### src/rtl/otl_iq_defs.sv
// Shared I/Q sample layout and phase encoding for the TX unpacker and RX packer.
package otl_iq_defs;

  localparam int unsigned SAMPLE_W = 12;
  localparam int unsigned HALF_W   = 16;
  localparam int unsigned I_MSB    = 27;
  localparam int unsigned I_LSB    = 16;
  localparam int unsigned Q_MSB    = 11;
  localparam int unsigned Q_LSB    = 0;

  typedef enum logic {
    PH_I = 1'b0,
    PH_Q = 1'b1
  } phase_e;

endpackage

### src/rtl/iq_sync_fifo.sv
// Single-clock show-ahead FIFO with explicit occupancy counter; pointers wrap modulo DEPTH.
module iq_sync_fifo #(
  parameter int unsigned WIDTH = 24,
  parameter int unsigned DEPTH = 4,
  parameter int unsigned AW    = 2
) (
  input  logic             clk,
  input  logic             rst_n,
  input  logic             push,
  input  logic             pop,
  input  logic [WIDTH-1:0] wdata,
  output logic [WIDTH-1:0] rdata,
  output logic [AW:0]      level
);

  logic [WIDTH-1:0] mem_q [DEPTH];
  logic [AW-1:0]    wr_ptr_q, wr_ptr_d;
  logic [AW-1:0]    rd_ptr_q, rd_ptr_d;
  logic [AW:0]      level_q, level_d;

  // Storage carries no reset; validity is tracked by level_q alone.
  always_ff @(posedge clk) begin
    if (push) begin
      mem_q[wr_ptr_q] <= wdata;
    end
  end

  always_comb begin
    wr_ptr_d = wr_ptr_q;
    rd_ptr_d = rd_ptr_q;
    level_d  = level_q;
    if (push) begin
      wr_ptr_d = wr_ptr_q + AW'(1);
    end
    if (pop) begin
      rd_ptr_d = rd_ptr_q + AW'(1);
    end
    unique case ({push, pop})
      2'b10:   level_d = level_q + (AW+1)'(1);
      2'b01:   level_d = level_q - (AW+1)'(1);
      default: level_d = level_q;
    endcase
  end

  always_ff @(posedge clk or negedge rst_n) begin
    if (!rst_n) begin
      wr_ptr_q <= '0;
      rd_ptr_q <= '0;
      level_q  <= '0;
    end else begin
      wr_ptr_q <= wr_ptr_d;
      rd_ptr_q <= rd_ptr_d;
      level_q  <= level_d;
    end
  end

  assign rdata = mem_q[rd_ptr_q];
  assign level = level_q;

endmodule

### src/rtl/dac_unpack.sv
// Buffers packed {I,Q} words and serializes them as I-then-Q 12-bit samples toward the DAC.
module dac_unpack
  import otl_iq_defs::*;
#(
  parameter int unsigned DEPTH = 4,
  parameter int unsigned AW    = 2
) (
  input  logic                tx_clk,
  input  logic                tx_rst_n,
  input  logic [31:0]         dac_data,
  input  logic                dac_valid,
  output logic                dac_ready,
  input  logic                tx_en,
  input  logic                underflow_clr,
  output logic [SAMPLE_W-1:0] tx_data,
  output logic                tx_frame,
  output logic                underflow,
  output logic [AW:0]         fifo_level
);

  localparam int unsigned  FW   = 2 * SAMPLE_W;
  localparam logic [AW:0]  FULL = (AW+1)'(DEPTH);

  phase_e                phase_q, phase_d;
  logic [SAMPLE_W-1:0]   tx_data_q, tx_data_d;
  logic                  tx_frame_q, tx_frame_d;
  logic [SAMPLE_W-1:0]   q_hold_q, q_hold_d;
  logic                  underflow_q, underflow_d;
  logic                  ready_en_q;

  logic                  push, pop, starve;
  logic [FW-1:0]         wdata, head;
  logic [AW:0]           level;
  logic                  unused_bits;

  // Only the 12-bit samples are stored; the padding nibbles never reach the DAC.
  assign wdata       = {dac_data[I_MSB:I_LSB], dac_data[Q_MSB:Q_LSB]};
  assign unused_bits = ^{dac_data[31:28], dac_data[15:12]};

  assign dac_ready = ready_en_q && (level < FULL);
  assign push      = dac_valid && dac_ready;

  iq_sync_fifo #(
    .WIDTH (FW),
    .DEPTH (DEPTH),
    .AW    (AW)
  ) u_fifo (
    .clk   (tx_clk),
    .rst_n (tx_rst_n),
    .push  (push),
    .pop   (pop),
    .wdata (wdata),
    .rdata (head),
    .level (level)
  );

  always_comb begin
    phase_d     = phase_q;
    tx_data_d   = '0;
    tx_frame_d  = 1'b0;
    q_hold_d    = q_hold_q;
    pop         = 1'b0;
    unique case (phase_q)
      PH_I: begin
        if (tx_en && (level != '0)) begin
          pop        = 1'b1;
          tx_data_d  = head[FW-1:SAMPLE_W];
          tx_frame_d = 1'b1;
          q_hold_d   = head[SAMPLE_W-1:0];
          phase_d    = PH_Q;
        end
      end
      PH_Q: begin
        // Q always follows its I so a pair is never split by tx_en.
        tx_data_d  = q_hold_q;
        tx_frame_d = 1'b1;
        phase_d    = PH_I;
      end
    endcase
  end

  assign starve = (phase_q == PH_I) && tx_en && (level == '0) && tx_frame_q;

  always_comb begin
    underflow_d = underflow_q;
    if (starve) begin
      underflow_d = 1'b1;
    end else if (underflow_clr) begin
      underflow_d = 1'b0;
    end
  end

  always_ff @(posedge tx_clk or negedge tx_rst_n) begin
    if (!tx_rst_n) begin
      phase_q     <= PH_I;
      tx_data_q   <= '0;
      tx_frame_q  <= 1'b0;
      q_hold_q    <= '0;
      underflow_q <= 1'b0;
      ready_en_q  <= 1'b0;
    end else begin
      phase_q     <= phase_d;
      tx_data_q   <= tx_data_d;
      tx_frame_q  <= tx_frame_d;
      q_hold_q    <= q_hold_d;
      underflow_q <= underflow_d;
      ready_en_q  <= 1'b1;
    end
  end

  assign tx_data    = tx_data_q;
  assign tx_frame   = tx_frame_q;
  assign underflow  = underflow_q;
  assign fifo_level = level;

endmodule
### config.mk
export PLATFORM = sky130hd
export DESIGN_NAME = dac_unpack
export DESIGN_NICKNAME = d
export VERILOG_FILES = /design/src/rtl/otl_iq_defs.sv /design/src/rtl/iq_sync_fifo.sv /design/src/rtl/dac_unpack.sv
export SDC_FILE = /design/constraint.sdc
export NUM_CORES = 1
export LEC_CHECK = 0
export ABC_AREA = 1
export CAP_MARGIN = 5
export CELL_PAD_IN_SITES_DETAIL_PLACEMENT = 0
export CELL_PAD_IN_SITES_GLOBAL_PLACEMENT = 2
export CORE_UTILIZATION = 40
export CTS_CLUSTER_SIZE = 8
export DETAILED_ROUTE_END_ITERATION = 7
export GPL_TIMING_DRIVEN = 0
export PLACE_DENSITY = 0.89
export SYNTH_ARGS = -nofsm -noshare
export SYNTH_HDL_FRONTEND = slang
export SYNTH_SLANG_ARGS = --single-unit
### constraint.sdc
create_clock -name tx_clk -period 3.7 [get_ports tx_clk]
set_input_delay 0.74 -clock tx_clk [delete_from_list [all_inputs] [get_ports tx_clk]]
set_output_delay 0.74 -clock tx_clk [all_outputs]
set_load 0.02 [all_outputs]
# After elaboration in Yosys (flattened, before gate mapping)
# Memories as Yosys holds them, arrays and structs flattened.
# Index checks and enable logic that the tools add are counted.
[word_totals]
inputBits = 37
n_memories = 1
mem_bits_rw = 96
register_bits = 35
[mem_list]
columns = ["memory", "depth", "word_bits", "read_ports", "rd_clocked_by_memory_dff", "write_ports", "line_no", "text"]
rows = [
  ["u_fifo.mem_q", 4, 24, 1, 0, 1, "iq_sync_fifo.sv:16", "logic [WIDTH-1:0] mem_q [DEPTH];"],
]
[classes]
n_eq_ne = 2
muxes = 11
n_reduce_logical = 11
n_lt_le_gt_ge = 1
bitwise_logic = 1
n_addsub = 4
[ops]
columns = ["operator", "n"]
rows = [
  ["$pmux 12 s2", 1],
  ["$mux 12", 1],
  ["$logic_and 1x1->1", 6],
  ["$mux 1", 6],
  ["$pmux 3 s2", 1],
  ["$add 2x1->2 const B", 2],
  ["$pmux 1 s2", 2],
  ["$reduce_bool 2->1", 2],
  ["$add 3x1->3 const B", 1],
  ["$logic_not 3->1", 1],
  ["$lt 3x3->1 const B", 1],
  ["$reduce_bool 3->1", 1],
  ["$sub 3x1->3 const B", 1],
  ["$eq 2x1->1 const B", 1],
  ["$eq 2x2->1 const B", 1],
  ["$reduce_and 2->1", 1],
  ["$not 1->1", 1],
]

# Depth between registers and ports, before layout
# Gate-level depths: netlist of run 1.
[depth]
depth_word = 6
ltp_mapped = 11

# Cells and area by module
# A second synthesis of run 1 with hierarchy kept.
[hier_totals]
hier_cells = 449
area_unflattened_um2 = 5452.7
[modules_own_cells]
columns = ["mod", "cells_per_inst", "instances", "area_per_inst_um2", "seq_area_each_um2"]
rows = [
  ["iq_sync_fifo", 327, 1, 4317.9, 3057.9],
  ["dac_unpack", 122, 1, 1134.8, 700.7],
]

# Worst setup path before layout of run 1
# OpenSTA, ideal clock, no wires.
[synth_path]
kind = "register to register"
from = "register u_fifo.level_q[2] (netlist: u_fifo.level[2])"
to = "memory u_fifo.mem_q[0][0] (enable)"
required_ps = 3295
arrival_time_ps = 2147
setup_time_ps = 405
n_path_buf = 0
path_slack_ps = 1149
path_stages_with_launch = 4
path_cell_list = "dfrtp_1 > nor2_1 > nand2_1 > nor2_1"
[synth_via]
elab_chain_cells = 5
[synth_lines]
columns = ["item", "line_no", "text"]
rows = [
  ["start: declaration", "iq_sync_fifo.sv:19", "logic [AW:0] level_q, level_d;"],
  ["start signal: assignment", "iq_sync_fifo.sv:53", "level_q <= level_d;"],
  ["$lt 3x3->1", "dac_unpack.sv:40", "assign dac_ready = ready_en_q && (level < FULL);"],
  ["$logic_and 1x1->1", "dac_unpack.sv:40", ""],
  ["net dac_ready", "dac_unpack.sv:12", "output logic dac_ready,"],
  ["$logic_and 1x1->1", "dac_unpack.sv:41", "assign push = dac_valid && dac_ready;"],
  ["$mux 1", "iq_sync_fifo.sv:23", "if (push) begin"],
  ["$mux 1 (not written as such)", "iq_sync_fifo.sv:24", "mem_q[wr_ptr_q] <= wdata;"],
  ["end: declaration", "iq_sync_fifo.sv:16", ""],
]
# The timed path passes the listed nets, and every way through them passes these cells.

# Worst setup path after layout of run 1
[layout_path]
from = "input port tx_en"
to = "register u_fifo.level_q[2] (netlist: u_fifo.level[2])"
[layout_via]
elab_chain_cells = 5
[layout_lines]
columns = ["item", "line_no", "text"]
rows = [
  ["start: declaration", "dac_unpack.sv:13", "input logic tx_en,"],
  ["$logic_and 1x1->1 (*)", "dac_unpack.sv:65", "if (tx_en && (level != '0)) begin"],
  ["$mux 1 (*)", "dac_unpack.sv:65", ""],
  ["$mux 1 (*)", "dac_unpack.sv:63", "unique case (phase_q)"],
  ["$eq 2x1->1 / $eq 2x2->1 (equally long branches)", "iq_sync_fifo.sv:38", "unique case ({push, pop})"],
  ["$pmux 3 s2 / $reduce_bool 2->1 (equally long branches)", "--", ""],
]
# Every way passes the cells marked *; elsewhere a longest branch is shown, timed or not.
# A chain may end at the register's enable or synchronous reset.

==> results.md, run 1 <==
* Outcome: complete, no violations
* Clock Sinks at about 130
* Global-route wire length before repair at between 15 and 20 mm
* Setup Skew at around 0.019 ns
* Startpoint-to-endpoint class of the critical path: input port to flip-flop
* CORE AREA at 12,800 µm²
* Number of enable flip-flop cells after synthesis at 96
* Resized Gates After CTS at 0
* Number of hold buffers added after cts at 0
* Maximum number of pins on one net before global-route repair at 36
* Number of global-route vias before repair at around 3,200
* Fraction of layout cells with a size suffix above 1 at a little over a tenth
* Syn Inst Count at between 400 and 500
* Standard cell area after detailed placement at roughly 6000 µm²
* Iteration-0 DRC count of the detailed router at about 210
* Endpoint class of the critical path: flip-flop
* Die height at roughly 120 µm
* Number of CTS-inserted buffers at 17
* Total power per unit cell area at a little under 800 nW/µm²
* Biggest area consumer among synthesized cells: sky130_fd_sc_hd__edfxtp_1
* Average cell area after synthesis at around 11 µm²
* Required time at the endpoint of the critical path at 3.99 ns
* Number of antenna violations at the first check in global routing at 0
* CTS tree: built
* Total count of max-transition violations in the final report at 0
* Warnings, synthesis at 0
* Number of library cell types mapped by synthesis at 23
* R2R cell count at 10
* Critical-path cell list: clkdlybuf4s50_1, nand2_2, a21oi_4, buf_4, ha_1, inv_1, fa_1, nand2_1, nand3_1, xor2_1
* Io pins at 55
* Beginning of the worst register-to-register path: phase_q$_DFF_PN0_
* Buffers plus inverters on the worst setup path at 3
* Family with the most delay on the worst path: buffers and inverters
* # rows at 41
* Buffer levels on the longest clock path at 2
* Total Die Area at between 10,000 and 15,000 µm²
* Wire per inst at around 15 µm
* Die X-Extent at 117 µm
* Total standard cell area after synthesis at about 5300 µm²
* Final critical-path required period at around 2.5 ns
* Reg clk slew, reported paths at 0.06 ns
* Ant. Diodes at 0
* Fmax achieved at between 400 and 500 MHz
* Number of vias per cell after detailed routing at roughly 4.6
* Starting density of the core at between 40% and 50%
* Normalized max-slew margin at about two fifths
* Area share of the largest cell type after synthesis at about 54%
* Routed Antenna Nets at 0
* Area contributors post-synth: sky130_fd_sc_hd__edfxtp_1, sky130_fd_sc_hd__dfrtp_1, sky130_fd_sc_hd__nand2_1
* Number of endpoints failing setup at the final stage at 0
* Instance count after placement with tap cells included at 699
* Ys async rst share at about a quarter
* Number of storage elements in the synthesis netlist at between 100 and 150
* Total half-perimeter wirelength after legalization and detailed placement at slightly below 7 mm
* Critical path peak fanout at 11
* VDD IR-drop max at 0.000446 V
* Dominant cell by count in the synthesized netlist: sky130_fd_sc_hd__nand2_1
* Detailed Routing Iterations Pass 1 at 4
* Global placer's final weighted congestion at 0.710
* End of the worst register-to-register path: u_fifo.level[2]$_DFFE_PN0P_
* Final cell area excluding filler cells at about 6600 µm²
* Top cells by instance count after synthesis: sky130_fd_sc_hd__nand2_1, sky130_fd_sc_hd__edfxtp_1, sky130_fd_sc_hd__inv_1
* Port Buffers at 46
* Type of the most critical hold path: input port to async pin
* NumNets Final at 589
* Slew at the pin closest to its max-slew limit at 0.878 ns
* Remaining Overflow, GRT at 0
* Final standard cell count with taps included and fillers excluded at 731
* Total length of routed wires at around 11 mm
* Arr. time, crit path at between 2 and 3 ns
* Setup repair after global routing missed its margin: no
* Post-Synthesis Net Count at around 520
* Worst skew pair latency at approximately 0.4 ns
* Crit path launch type: input port
* Reg-to-reg setup timing slack at around 1.6 ns
* Library cell used as clock root buffer: sky130_fd_sc_hd__clkbuf_16
* Finished Core Util at between 50% and 60%
* Number of inserted filler cells in the final layout at about 1,100
* Setup repair bufs after CTS at 0
* Max-cap viol count at 0
* Top_reg_cell synth: sky130_fd_sc_hd__edfxtp_1
* Slowest cell delay on critical path at between 0.5 and 0.6 ns
* Post-layout total power at between 0.005 and 0.006 W
* Part of the Yosys area used for sequential elements at between 70% and 80%
* DRC at 0
* P&R area growth vs syn at 23.8%
* Static Leak at roughly 2.8 nW
* Via count at 3,352
* Number of failing hold endpoints at the final stage at 0
* Total Routing Usage GR at between 10% and 20%
* H-tree Lvls at 4
* Cell with the biggest individual delay on the critical path: sky130_fd_sc_hd__clkdlybuf4s50_1
* Total negative setup slack at 0 ns
* Share of the clock period used by the worst path at 67.5%
[per-stage QoR]
| stage | setup slack [ns] | hold WS (ns) |
|---|---|---|
| final | 1.20 | 0.427 |
| after global routing | 1.05 | 0.486 |
| after CTS | 1.22 | 0.440 |
| after detailed placement | 0.794 | 0.466 |
| after global placement | -0.130 | 0.465 |
| after floorplan | 1.15 | 0.444 |
[sequential cells by signal, indices dropped and copies added, names as in the netlist, 2 cells and up]
signal           count
tx_data             12
u_fifo.mem_q        96
u_fifo.wr_ptr_q      2
u_fifo.rd_ptr_q      2
q_hold_q            12
u_fifo.level         3
[how the worst max path moves through the flow]
stage	cells past startpoint	startpoint	slack, ns	end
after floorplan	3	u_fifo.level[2]$_DFFE_PN0P_	1.15	u_fifo.mem_q[0][0]$_DFFE_PP_
after global placement	3	dac_valid	-0.13	u_fifo.mem_q[0][9]$_DFFE_PP_
after detailed placement	10	tx_en	0.79	u_fifo.level[2]$_DFFE_PN0P_
after CTS	10	tx_en	1.22	u_fifo.level[2]$_DFFE_PN0P_
after global routing	10	tx_en	1.05	u_fifo.level[2]$_DFFE_PN0P_
final	10	tx_en	1.20	u_fifo.level[2]$_DFFE_PN0P_
[layer usage]
| metal | routed length, µm | GRT usage (%) | part of all wire, % | vias to the layer above |
|---|---|---|---|---|
| met5 | 0 | 0 | 0 | - |
| met4 | 112 | 7.21 | 1.0 | 0 |
| met2 | 5800 | 29.2 | 52 | 83 |
| li1 | - | - | - | 1669 |
| met1 | 4680 | 20.6 | 42 | 1591 |
| met3 | 465 | 3.25 | 4.2 | 9 |
[cell families after synthesis]
| logic type | Yosys count | synth area share (%) |
|---|---|---|
| compound gates | 5 | 0.704 |
| buf+inv | 86 | 7.32 |
| xor+xnor | 5 | 0.821 |
| fa+ha+maj | 6 | 1.55 |
| other cells | 1 | 0.0703 |
| simple gates | 247 | 19.1 |
| flops | 131 | 70.5 |
[area by class of cell]
type	count	area [µm²]	share of cell area, %
well taps	172	215	3.26
clock buffers	17	425	6.45
clock inverters	15	141	2.14
multi-input cells	264	1210	18.4
repair buffers	46	455	6.90
inverters	66	248	3.75
flip-flops and latches	131	3760	56.9
plain buffers	20	143	2.16
[where the power goes]
part / switching, W / leakage (nW) / internal, W / total (W)
logic: 0.00101 / 1.27 / 0.000573 / 0.00158
clock network: 0.000597 / 0.264 / 0.000981 / 0.00158
registers: 0.000104 / 1.30 / 0.00182 / 0.00193
total: 0.00171 / 2.84 / 0.00338 / 0.00509
[placed cells by master, fill, tap and decap left out]
cell type,count
sky130_fd_sc_hd__a21oi_1,1
sky130_fd_sc_hd__a21oi_4,1
sky130_fd_sc_hd__buf_2,10
sky130_fd_sc_hd__buf_4,5
sky130_fd_sc_hd__buf_6,5
sky130_fd_sc_hd__bufinv_16,2
sky130_fd_sc_hd__clkbuf_1,1
sky130_fd_sc_hd__clkbuf_16,17
sky130_fd_sc_hd__clkdlybuf4s50_1,45
sky130_fd_sc_hd__clkinv_1,3
sky130_fd_sc_hd__clkinv_2,3
sky130_fd_sc_hd__clkinv_4,1
sky130_fd_sc_hd__clkinvlp_4,5
sky130_fd_sc_hd__conb_1,1
sky130_fd_sc_hd__dfrtp_1,35
sky130_fd_sc_hd__edfxtp_1,96
sky130_fd_sc_hd__fa_1,1
sky130_fd_sc_hd__ha_1,5
sky130_fd_sc_hd__inv_1,62
sky130_fd_sc_hd__inv_2,4
sky130_fd_sc_hd__inv_6,1
sky130_fd_sc_hd__nand2_1,177
sky130_fd_sc_hd__nand2_2,1
sky130_fd_sc_hd__nand2_4,1
sky130_fd_sc_hd__nand3_1,61
sky130_fd_sc_hd__nor2_1,2
sky130_fd_sc_hd__nor2_2,1
sky130_fd_sc_hd__nor2_4,4
sky130_fd_sc_hd__o21ai_0,2
sky130_fd_sc_hd__o22ai_1,1
sky130_fd_sc_hd__xnor2_1,2
sky130_fd_sc_hd__xor2_1,3
Note: power is estimated with default switching activity, not from simulation.
==> inputs of run 2 (changes only) <==
Settings changed: CORE_UTILIZATION 40 to 37, PLACE_DENSITY 0.89 to 0.83.
Clock period 3.7 ns to 2.5 ns, I/O delays scaled along.
==> run 2 against run 1 <==
Against the previous run: register-to-register slack got worse by 1.3 ns; setup slack got worse by 0.98 ns; total power increased by 57%; sequential cell count unchanged; combinational power increased by 49%; first-iteration DRC count increased by 6.6%; core utilization decreased by 3.5 points; worst hold slack got worse by 0.24 ns; non-clock buffer count unchanged; routed wire length increased by 4.4%; count of clock-buffer cells in the layout unchanged; clock power increased by 75%.
==> results.md, run 2 (synthesized netlist as in run 1, its figures left out) <==
* Outcome: complete, no violations
* Number of antenna violations at the first check in global routing at 0 (unchanged)
* Cell with the biggest individual delay on the critical path: sky130_fd_sc_hd__clkdlybuf4s50_1
* Library cell used as clock root buffer: sky130_fd_sc_hd__clkbuf_16
* CTS tree: built
* Number of hold buffers added after cts at 0 (unchanged)
* Setup Skew at 0.0116 ns (-0.00702 ns)
* Max-cap viol count at 0 (unchanged)
* End of the worst register-to-register path: u_fifo.level[2]$_DFFE_PN0P_
* Most frequent standard cell in the layout excluding fill and tap cells: sky130_fd_sc_hd__nand2_1
* Arr. time, crit path at 2.56 ns (-0.22 ns)
* Net Sw Power at 0.00257 W (+50%)
* Largest register by flop count: u_fifo.mem_q
* Worst skew pair latency at 0.42 ns (about the same)
* Reg-to-reg setup timing slack at 0.34 ns (-1.25 ns)
* Required time at the endpoint of the critical path at 2.79 ns (-1.20 ns)
* Resized Gates After CTS at 0 (unchanged)
* Design internal power at 0.00541 W (+60%)
* Global-route wire length before repair at 18.6 mm (+8.9%)
* Final critical-path required period at roughly 2.3 ns
* Beginning of the worst register-to-register path: phase_q$_DFF_PN0_
* Reg clk slew, reported paths at 0.06 ns (about the same)
* Starting density of the core at 38.1% (-3.5 points)
* Maximum number of pins on one net before global-route repair at 36 (unchanged)
* Total Die Area at 14,900 µm² (+8.0%)
* Startpoint-to-endpoint class of the critical path: input port to flip-flop
* Clk pwr share at 34.6% (+3.6 points)
* Timing endpoint of the critical path: u_fifo.level[2]$_DFFE_PN0P_
* H-tree Lvls at 4 (unchanged)
* # rows at 43 (+4.9%)
* Detailed Routing Iterations Pass 1 at 4 (unchanged)
* CP startpoint: tx_en
* Slowest cell delay on critical path at 0.50 ns (about the same)
* Clock Sinks at 131 (unchanged)
* DRC at 0 (unchanged)
* Ant. Diodes at 0 (unchanged)
* Port Buffers at 46 (unchanged)
* Setup repair after global routing missed its margin: no
* Fmax achieved at about 440 MHz
* Routed Antenna Nets at 0 (unchanged)
* Die X-Extent at 122 µm (+3.9%)
* Critical-path cell list: clkdlybuf4s50_1, nand2_2, a21oi_4, buf_4, ha_1, inv_1, fa_1, nand2_1, nand3_1, xor2_1
* Via count at 3,402 (+1.5%)
* P&R area growth vs syn at 25.8%
* Number of vias per cell after detailed routing at 4.60 (+0.39%)
* Number of endpoints failing setup at the final stage at 0 (unchanged)
* Comb pwr share at 29.5% (-1.6 points)
* Fraction of layout cells with a size suffix above 1 at 11.4% (+0.54 points)
* WHS at 0.182 ns (-0.244 ns)
* Share of power burned in registers at 35.8% (-2.1 points)
* Setup repair bufs after CTS at 0 (unchanged)
* NumNets Final at 589 (unchanged)
* Total half-perimeter wirelength after legalization and detailed placement at 7.01 mm (+2.1%)
* Normalized max-slew margin at 38.7% (-2.6 points)
* Endpoint class of the critical path: flip-flop
* Total length of routed wires at 11.5 mm (+4.4%)
* Commonest non-fill, non-tap cells in the layout: sky130_fd_sc_hd__nand2_1, sky130_fd_sc_hd__edfxtp_1, sky130_fd_sc_hd__inv_1
* Share of the clock period used by the worst path at between 90% and 100%
* Wire per inst at 15.6 µm (+3.2%)
* Number of global-route vias before repair at 3,490 (+7.6%)
* Total count of max-transition violations in the final report at 0 (unchanged)
* Number of failing hold endpoints at the final stage at 0 (unchanged)
* Global placer's final weighted congestion at 0.723 (+1.8%)
* Buffer levels on the longest clock path at 2 (unchanged)
* CORE AREA at 14,000 µm² (+9.1%)
* Remaining Overflow, GRT at 0 (unchanged)
* Die height at 122 µm (+3.9%)
* Switching Fraction at 32.2% (-1.4 points)
* Finished Core Util at 47.9% (-3.5 points)
* Number of flip-flops in the largest register at 96 (unchanged)
* Total power per unit cell area at 1190 nW/µm² (+54%)
* Iteration-0 DRC count of the detailed router at 227 (+6.6%)
* Crit path launch type: input port
* Number of CTS-inserted buffers at 17 (unchanged)
* VDD IR-drop max at 0.000552 V (+24%)
* Static Leak at 2.90 nW (+2.1%)
* Critical path peak fanout at 11 (unchanged)
* Io pins at 55 (unchanged)
* R2R cell count at 10 (unchanged)
* Total Routing Usage GR at 17.6% (+0.69 points)
* Slew at the pin closest to its max-slew limit at 0.917 ns (+0.0391 ns)
* Type of the most critical hold path: input port to async pin
[run 2: layout make-up]
cell class                 count  area [µm²]
timing repair buffer          46         455
sequential                   131        3760
fill                        1322        7280
buffer                        20         143
inverter                      66         248
tap                          180         225
multi-input combinational    264        1210
clock buffer                  17         425
clock inverter                15         238
[run 2: worst max-delay path: cells and delay by family]
kind | cells | cell delay, ns
fa+ha+maj | 2 | 0.56
xor+xnor | 1 | 0.15
simple gates | 3 | 0.25
buf+inv | 3 | 0.83
compound gates | 1 | 0.28
[run 2: power groups by stage]
stage / Sequential [W] / Combinational, W / Clock [W]
3_3_place_gp: 0.00289 / 0.00234 / 0
4_1_cts: 0.00286 / 0.00240 / 0.00280
5_1_grt: 0.00289 / 0.00266 / 0.00289
2_1_floorplan: 0.00300 / 0.00137 / 0
3_5_place_dp: 0.00290 / 0.00240 / 0
6_report: 0.00286 / 0.00235 / 0.00276
[run 2: worst min-delay path by stage]
stage	startpoint	end	slack [ns]	depth (start not counted)
detailed placement	q_hold_q[3]$_DFFE_PN0P_	q_hold_q[3]$_DFFE_PN0P_	0.47	2
floorplan	tx_rst_n	phase_q$_DFF_PN0_	0.20	0
global placement	q_hold_q[0]$_DFFE_PN0P_	q_hold_q[0]$_DFFE_PN0P_	0.46	2
CTS	tx_rst_n	tx_data[1]$_DFF_PN0_	0.20	1
global route	tx_rst_n	tx_frame$_DFF_PN0_	0.25	1
finish	tx_rst_n	tx_data[0]$_DFF_PN0_	0.18	1
[run 2: layer usage]
metal,routed length (µm),track usage [%]
met1,5130,22.3
met2,5750,28.4
met3,515,3.89
met4,156,8.46
met5,0,0
[run 2: per-stage QoR]
step                      instance area (µm²)  TNS (ns)  setup WS, ns  cells  total power (W)
after global placement                   6020   -106.80         -1.14    707          0.00523
final                                    6710         0         0.224    739          0.00798
after detailed placement                 6040    -0.880        -0.199    707          0.00529
after floorplan                          5330     -4.94       -0.0515    481          0.00437
after global routing                     6710         0        0.0797    739          0.00845
after CTS                                6710         0         0.242    739          0.00806
